--- src/rtl/min_scan_ctrl.sv ---
// Frame minimum scanner: collects FRAME_LEN 4-bit samples and reports the smallest value,
// how often it occurred, and a seven-segment code for it.
//
// state   | meaning
// IDLE    | waiting for start; last result (if any) held
// COLLECT | accepting samples, tracking working min/count
// DONE    | one-cycle commit pulse, then back to IDLE
module min_scan_ctrl #(
    parameter int FRAME_LEN = 8
) (
    input  logic       clk,
    input  logic       rst_n,
    input  logic       start,
    input  logic       abort,
    input  logic       in_valid,
    input  logic [3:0] in_data,
    output logic       in_ready,
    output logic       busy,
    output logic       done,
    output logic       result_valid,
    output logic [3:0] min_value,
    output logic [3:0] min_count,
    output logic       tie,
    output logic [6:0] seg_code
);

    localparam logic [3:0] LAST_IDX = 4'(FRAME_LEN - 1);

    typedef enum logic [1:0] {
        IDLE    = 2'd0,
        COLLECT = 2'd1,
        DONE    = 2'd2
    } state_t;

    state_t     state;
    logic [3:0] idx;
    logic [3:0] work_min;
    logic [3:0] work_cnt;
    logic [3:0] next_min;
    logic [3:0] next_cnt;

    // Working min/count including the sample on in_data, so the last sample can be
    // committed straight into the result registers on the same edge.
    always_comb begin
        next_min = work_min;
        next_cnt = work_cnt;
        if (idx == 4'd0) begin
            next_min = in_data;
            next_cnt = 4'd1;
        end else if (in_data < work_min) begin
            next_min = in_data;
            next_cnt = 4'd1;
        end else if (in_data == work_min) begin
            next_cnt = work_cnt + 4'd1;
        end
    end

    always_ff @(posedge clk or negedge rst_n) begin
        if (!rst_n) begin
            state        <= IDLE;
            idx          <= '0;
            work_min     <= '0;
            work_cnt     <= '0;
            in_ready     <= 1'b0;
            busy         <= 1'b0;
            done         <= 1'b0;
            result_valid <= 1'b0;
            min_value    <= '0;
            min_count    <= '0;
        end else begin
            case (state)
                IDLE: begin
                    done <= 1'b0;
                    if (start) begin
                        state        <= COLLECT;
                        idx          <= '0;
                        work_min     <= '0;
                        work_cnt     <= '0;
                        in_ready     <= 1'b1;
                        busy         <= 1'b1;
                        result_valid <= 1'b0;
                    end
                end
                COLLECT: begin
                    if (abort) begin
                        state    <= IDLE;
                        in_ready <= 1'b0;
                        busy     <= 1'b0;
                    end else if (in_valid) begin
                        work_min <= next_min;
                        work_cnt <= next_cnt;
                        if (idx == LAST_IDX) begin
                            state        <= DONE;
                            in_ready     <= 1'b0;
                            done         <= 1'b1;
                            result_valid <= 1'b1;
                            min_value    <= next_min;
                            min_count    <= next_cnt;
                        end else begin
                            idx <= idx + 4'd1;
                        end
                    end
                end
                DONE: begin
                    state <= IDLE;
                    done  <= 1'b0;
                    busy  <= 1'b0;
                end
                default: begin
                    state    <= IDLE;
                    in_ready <= 1'b0;
                    busy     <= 1'b0;
                    done     <= 1'b0;
                end
            endcase
        end
    end

    assign tie = (min_count > 4'd1);

    always_comb begin
        seg_code = 7'h00;
        if (result_valid) begin
            case (min_value)
                4'h0: seg_code = 7'h77;
                4'h1: seg_code = 7'h24;
                4'h2: seg_code = 7'h5d;
                4'h3: seg_code = 7'h6d;
                4'h4: seg_code = 7'h2e;
                4'h5: seg_code = 7'h6b;
                4'h6: seg_code = 7'h7b;
                4'h7: seg_code = 7'h25;
                4'h8: seg_code = 7'h7f;
                4'h9: seg_code = 7'h6f;
                4'hA: seg_code = 7'h3f;
                4'hB: seg_code = 7'h7a;
                4'hC: seg_code = 7'h53;
                4'hD: seg_code = 7'h7c;
                4'hE: seg_code = 7'h5b;
                4'hF: seg_code = 7'h1b;
                default: seg_code = 7'h00;
            endcase
        end
    end

endmodule

--- config.mk ---
export PLATFORM = sky130hd
export DESIGN_NAME = min_scan_ctrl
export DESIGN_NICKNAME = d
export VERILOG_FILES = /design/src/rtl/min_scan_ctrl.sv
export SDC_FILE = /design/constraint.sdc
export NUM_CORES = 1
export LEC_CHECK = 0
export ABC_CLOCK_PERIOD_IN_PS = 4500
export CAP_MARGIN = 20
export CELL_PAD_IN_SITES_DETAIL_PLACEMENT = 1
export CELL_PAD_IN_SITES_GLOBAL_PLACEMENT = 1
export CORE_MARGIN = 1.5
export CORE_UTILIZATION = 42
export DETAILED_ROUTE_END_ITERATION = 10
export PLACE_DENSITY = 0.94
export SLEW_MARGIN = 20
export SYNTH_ARGS = -nofsm -noshare
export SYNTH_HDL_FRONTEND = slang
export SYNTH_SLANG_ARGS = --single-unit
--- constraint.sdc ---
create_clock -name clk -period 4.5 [get_ports clk]
set_input_delay 0.45 -clock clk [delete_from_list [all_inputs] [get_ports clk]]
set_output_delay 0.45 -clock clk [all_outputs]
set_load 0.03 [all_outputs]
Word level (Yosys, flattened, before mapping)
Memory sizes are Yosys's and may differ from the RTL's.
Cells that the tools add are included.
{"block": "totals", "register_bits": 26, "latchBits": 0, "mem_bits_rw": 0, "rom_bits": 112, "input_bits": 9, "out_inout_bits": 20, "word_cells": 75, "mem_count": 1}
{"block": "op_classes", "add_sub_neg": 2, "mul": 0, "div": 0, "n_lt_le_gt_ge": 2, "eq_ne": 12, "n_shift": 0, "muxes": 35, "bitwise_logic": 2, "reduce_logical": 11}
{"name": "(name not given)", "words": 16, "width": 7, "read_ports": 1, "rd_clocked_by_memory_dff": 0, "write_ports": 0, "line": "124", "text": "case (min_value)"}
{"op": "$mux W4", "n": 13}
{"op": "$pmux W4 S2", "n": 3}
{"op": "$ne A2 B2 Y1 const B", "n": 6}
{"op": "$reduce_and A4 Y1", "n": 3}
{"op": "$mux W1", "n": 10}
{"op": "$reduce_and A5 Y1", "n": 2}
{"op": "$add A4 B1 Y4 const B", "n": 2}
{"op": "$mux W2", "n": 4}
{"op": "$mux W7", "n": 1}
{"op": "$ne A3 B3 Y1 const B", "n": 2}
{"op": "$reduce_and A3 Y1", "n": 2}
{"op": "$eq A4 B3 Y1 const B", "n": 1}
{"op": "$eq A4 B4 Y1", "n": 1}
{"op": "$gt A4 B1 Y1 const B", "n": 1}
{"op": "$logic_not A4 Y1", "n": 1}
{"op": "$lt A4 B4 Y1", "n": 1}
{"op": "$pmux W1 S2", "n": 2}
{"op": "$pmux W2 S2", "n": 1}
{"op": "$pmux W1 S3", "n": 1}
{"op": "$eq A2 B1 Y1 const B", "n": 1}
{"op": "$eq A2 B2 Y1 const B", "n": 1}
{"op": "$logic_not A2 Y1", "n": 1}
{"op": "$not A1 Y1", "n": 2}
{"op": "$reduce_and A2 Y1", "n": 1}
{"op": "$reduce_bool A2 Y1", "n": 1}

Longest topological paths before layout
{"block": "depth", "word_depth": 7, "ltp_mapped": 7, "depth_no_buf": 7}

Least setup slack after synthesis
No wires, ideal clock.
{"block": "synth_timing", "kind": "reg2out", "start": "reg min_value[0]", "end": "out seg_code[2]", "arrival_time_ps": 1688, "required_time_ps": 4050, "setup_slack_ps": 2362, "stages_incl_launch_ff": 6, "path_buffers": 0, "cell_sequence": "dfrtp_1 -> inv_1 -> ha_1 -> nand2_1 -> o21ai_0 -> a21oi_1"}
{"block": "synth_between", "elab_chain_cells": 2}
{"item": "from (decl)", "line": "21", "text": "output logic [3:0] min_value,"}
{"item": "from (signal assigned)", "line": "97", "text": "min_value <= next_min;"}
{"item": "$mem_v2 Z16 W7"}
{"item": "$mux W7", "line": "123", "text": "if (result_valid) begin"}
{"item": "to (decl)", "line": "24", "text": "output logic [6:0] seg_code"}
Every way passes these cells.

Worst setup path in the final report
{"block": "layout_timing", "start": "reg min_value[1]", "end": "out seg_code[0]"}
The elaborated chain is that of the path after synthesis.

==> results.py <==
metrics = {
    "status": {
        "status": "complete, no violations",
    },
    "detailed_routing": {
        "wirelength_um": 3870,
        "drt_iter0_drc": 119,
        "drc": 0,
        "viasPerCell": 5.34,
        "ant_nets": 0,
        "wl_per_cell_um": 15.3,
        "drtPass1Iterations": 4,
        "dr_total_vias": 1351,
    },
    "logic_synthesis": {
        "synth_warnings": 0,
        "synthTopCellsByArea": "dfrtp_1 (41%), ha_1 (11%), nand2_1 (6.6%), o21ai_0 (5.7%), nor2_1 (3.3%)",
        "post_synth.cell_area_avg_um2": 9.06,
        "yosys.area.top_type_share_pct": 41.0,
        "synth_top_cell_by_area": "dfrtp_1",
        "synth_cell_types": 36,
        "syn_inst": 175,
        "synth-seq-area-share_pct": 41.0,
        "syn-cell-area_um2": 1590,
        "ys_ff_latch": 26,
        "syn-num-nets": 198,
    },
    "sta": {
        "clock.fmax_mhz": 365,
        "setup_viol_count_final": 0,
        "worst_slew_margin_rel_pct": 65.1,
        "fin_crit_ns": 2.74,
        "tns_ns": 0,
        "timing.final.max_slew_violations": 0,
        "finalHoldViolCount": 0,
        "worst_pin_slew_ns": 0.523,
        "rsz0062_at_grt": "no",
        "min_period_over_period_pct": 60.9,
        "skew_ns": 0.0116,
    },
    "clock_tree": {
        "cts.path.max_buffers": 2,
        "cts_setup_buffers": 0,
        "hold_buffers": 0,
        "htreeDepth": 1,
        "cts_tree": "yes",
        "cts-resized-gates": 0,
        "clk_latency_ns": 0.28,
        "path_clk_slew_ns": 0.08,
        "cts-root-buf": "clkbuf_8",
        "cts_inserted_buffers": 3,
        "cts.sink_count": 26,
    },
    "die": {
        "coreArea_um2": 3630,
        "num_rows": 22,
        "fp.dieH_um": 64.4,
        "start_util_pct": 43.6,
        "fp.dieW_um": 64.4,
        "pin_count": 29,
        "die_area_um2": 4150,
    },
    "critical_path": {
        "cp.buffers_inverters": 2,
        "path_max_fanout": 7,
        "crit_chain": "inv_1 -> ha_1 -> nand2b_1 -> o211ai_1 -> o311a_1 -> clkdlybuf4s50_1",
        "worst_path_largest_cell_delay_ns": 0.67,
        "crit_type": "reg -> out",
        "cp.arrival_ns": 2.29,
        "crit_required_ns": 4.05,
        "cp-end-kind": "output port",
        "crit_slowest_cell": "clkdlybuf4s50_1",
        "cp-start-kind": "flip-flop",
        "crit_family": "buffers and inverters",
    },
    "global_routing": {
        "grt_antenna_before_repair": 0,
        "grt_util_all_layers_pct": 20.3,
        "first_global_vias": 1359,
        "grt_pass1_wl_um": 6600,
        "gr-total-overflow": 0,
        "grt_max_degree": 27,
    },
    "layout": {
        "drive_above_1_share_pct": 4.39,
        "layout_common_cells": "nand2_1 (28), clkdlybuf4s50_1 (28), dfrtp_1 (26)",
        "syn_to_final_growth_pct": 25.7,
        "postLayoutCoreUtil_pct": 54.8,
        "fillers": 441,
        "antenna_cells": 0,
        "nets": 229,
    },
    "min_path": {
        "hp-class": "reg -> reg",
    },
    "place": {
        "numPortBuffers": 28,
        "dp_hpwl_um": 2970,
        "gp_congestion": 0.833,
    },
    "run": {
        "cap_viol_max_count": 0,
    },
    "pwr": {
        "p_per_area_nw_per_um2": 325,
        "p_leak_uw": 0.000931,
        "vdd_drop_max_mv": 0.133,
    },
}
[cell families (layout without fill, tap and decap cells)]
group | count (synthesis) | in the layout | share of synthesized area (%)
buffers and inverters | 15 | 45 | 3.63
AO/OA/AOI/OAI | 49 | 49 | 20.4
XOR/XNOR | 2 | 2 | 1.11
AND/OR/NAND/NOR | 65 | 65 | 20.2
adder cells (fa/ha/maj) | 14 | 14 | 11.0
flip-flops | 26 | 26 | 41.0
multiplexers | 4 | 4 | 2.53
[path summary, 6_finish.rpt]
path / from / to / slack (ns) / cells past startpoint
worst max-delay path: min_value[1] / seg_code[0] / 1.76 / 6
worst min-delay path: done / done / 0.49 / 2
worst max register to register: work_min[2] / work_min[1] / 2.40 / 7
worst min register to register: done / done / 0.49 / 2
max in group asynchronous: rst_n / min_value[0] / 3.70 / 2
min in group asynchronous: rst_n / idx[1] / 0.53 / 2
[Yosys cell counts]
master	count
and4_1	1
o32ai_2	1
nor2_1	14
a21oi_1	8
a22o_1	4
a31oi_1	1
and4bb_1	1
o21bai_2	1
xor2_1	1
o311a_1	2
xnor2_1	1
or2_2	1
o21ai_0	18
a21o_1	6
nand2b_1	4
nor2b_1	1
mux2i_1	4
or3_1	2
nor3_1	2
buf_2	1
clkbuf_1	2
a211oi_1	1
nand3_1	1
and2_1	4
o211ai_1	1
inv_1	12
nand2_1	28
nand4_1	2
nand3b_1	1
ha_1	14
dfrtp_1	26
nor3b_1	1
o31ai_1	5
o21bai_1	1
nor3b_2	1
nand4bb_1	1
[sequential cells by signal, summed over array words and instances, names as in the netlist]
register / cells
done: 1
in_ready: 1
state: 2
work_min: 4
idx: 4
result_valid: 1
busy: 1
work_cnt: 4
min_value: 4
min_count: 4
[worst min-delay path, cell delays in order (launching register included)]
cell     delay, ns
dfrtp_1       0.35
nand2_1       0.05
nand2_1       0.06
[area by class of cell]
class | instances | area (um2) | share of cell area (%)
Tap cell | 48 | 60.1 | 3.02
Clock buffer | 3 | 41.3 | 2.07
Clock inverter | 1 | 30.0 | 1.51
Multi-Input combinational cell | 134 | 877 | 44.0
Inverter | 12 | 45.0 | 2.26
Sequential cell | 26 | 651 | 32.7
Timing Repair Buffer | 29 | 288 | 14.4
[routing by layer]
metal / track usage (%) / vias to the layer above / share of wire, %
li1: - / 678 / -
met1: 28.4 / 638 / 48
met2: 33.3 / 28 / 47
met3: 2.43 / 7 / 3.2
met4: 5.59 / 0 / 1.3
met5: 0 / - / 0
[stage by stage]
step | setup slack, ns | hold slack (ns) | total power [uW] | area [um2] | cells
after floorplan | 2.36 | 0.154 | 393 | 1590 | 175
after global placement | 1.92 | 0.461 | 448 | 1920 | 249
after detailed placement | 1.85 | 0.476 | 455 | 1920 | 249
after CTS | 1.76 | 0.500 | 652 | 1990 | 253
after global routing | 1.65 | 0.528 | 688 | 1990 | 253
final | 1.76 | 0.488 | 647 | 1990 | 253
[power by group]
| part | internal [uW] | switching (uW) | total (uW) |
|---|---|---|---|
| Combinational | 73.7 | 95.0 | 169 |
| Sequential | 256 | 25.8 | 282 |
| Clock | 119 | 76.8 | 196 |
No activity file was read; power rests on OpenSTA's default activity.
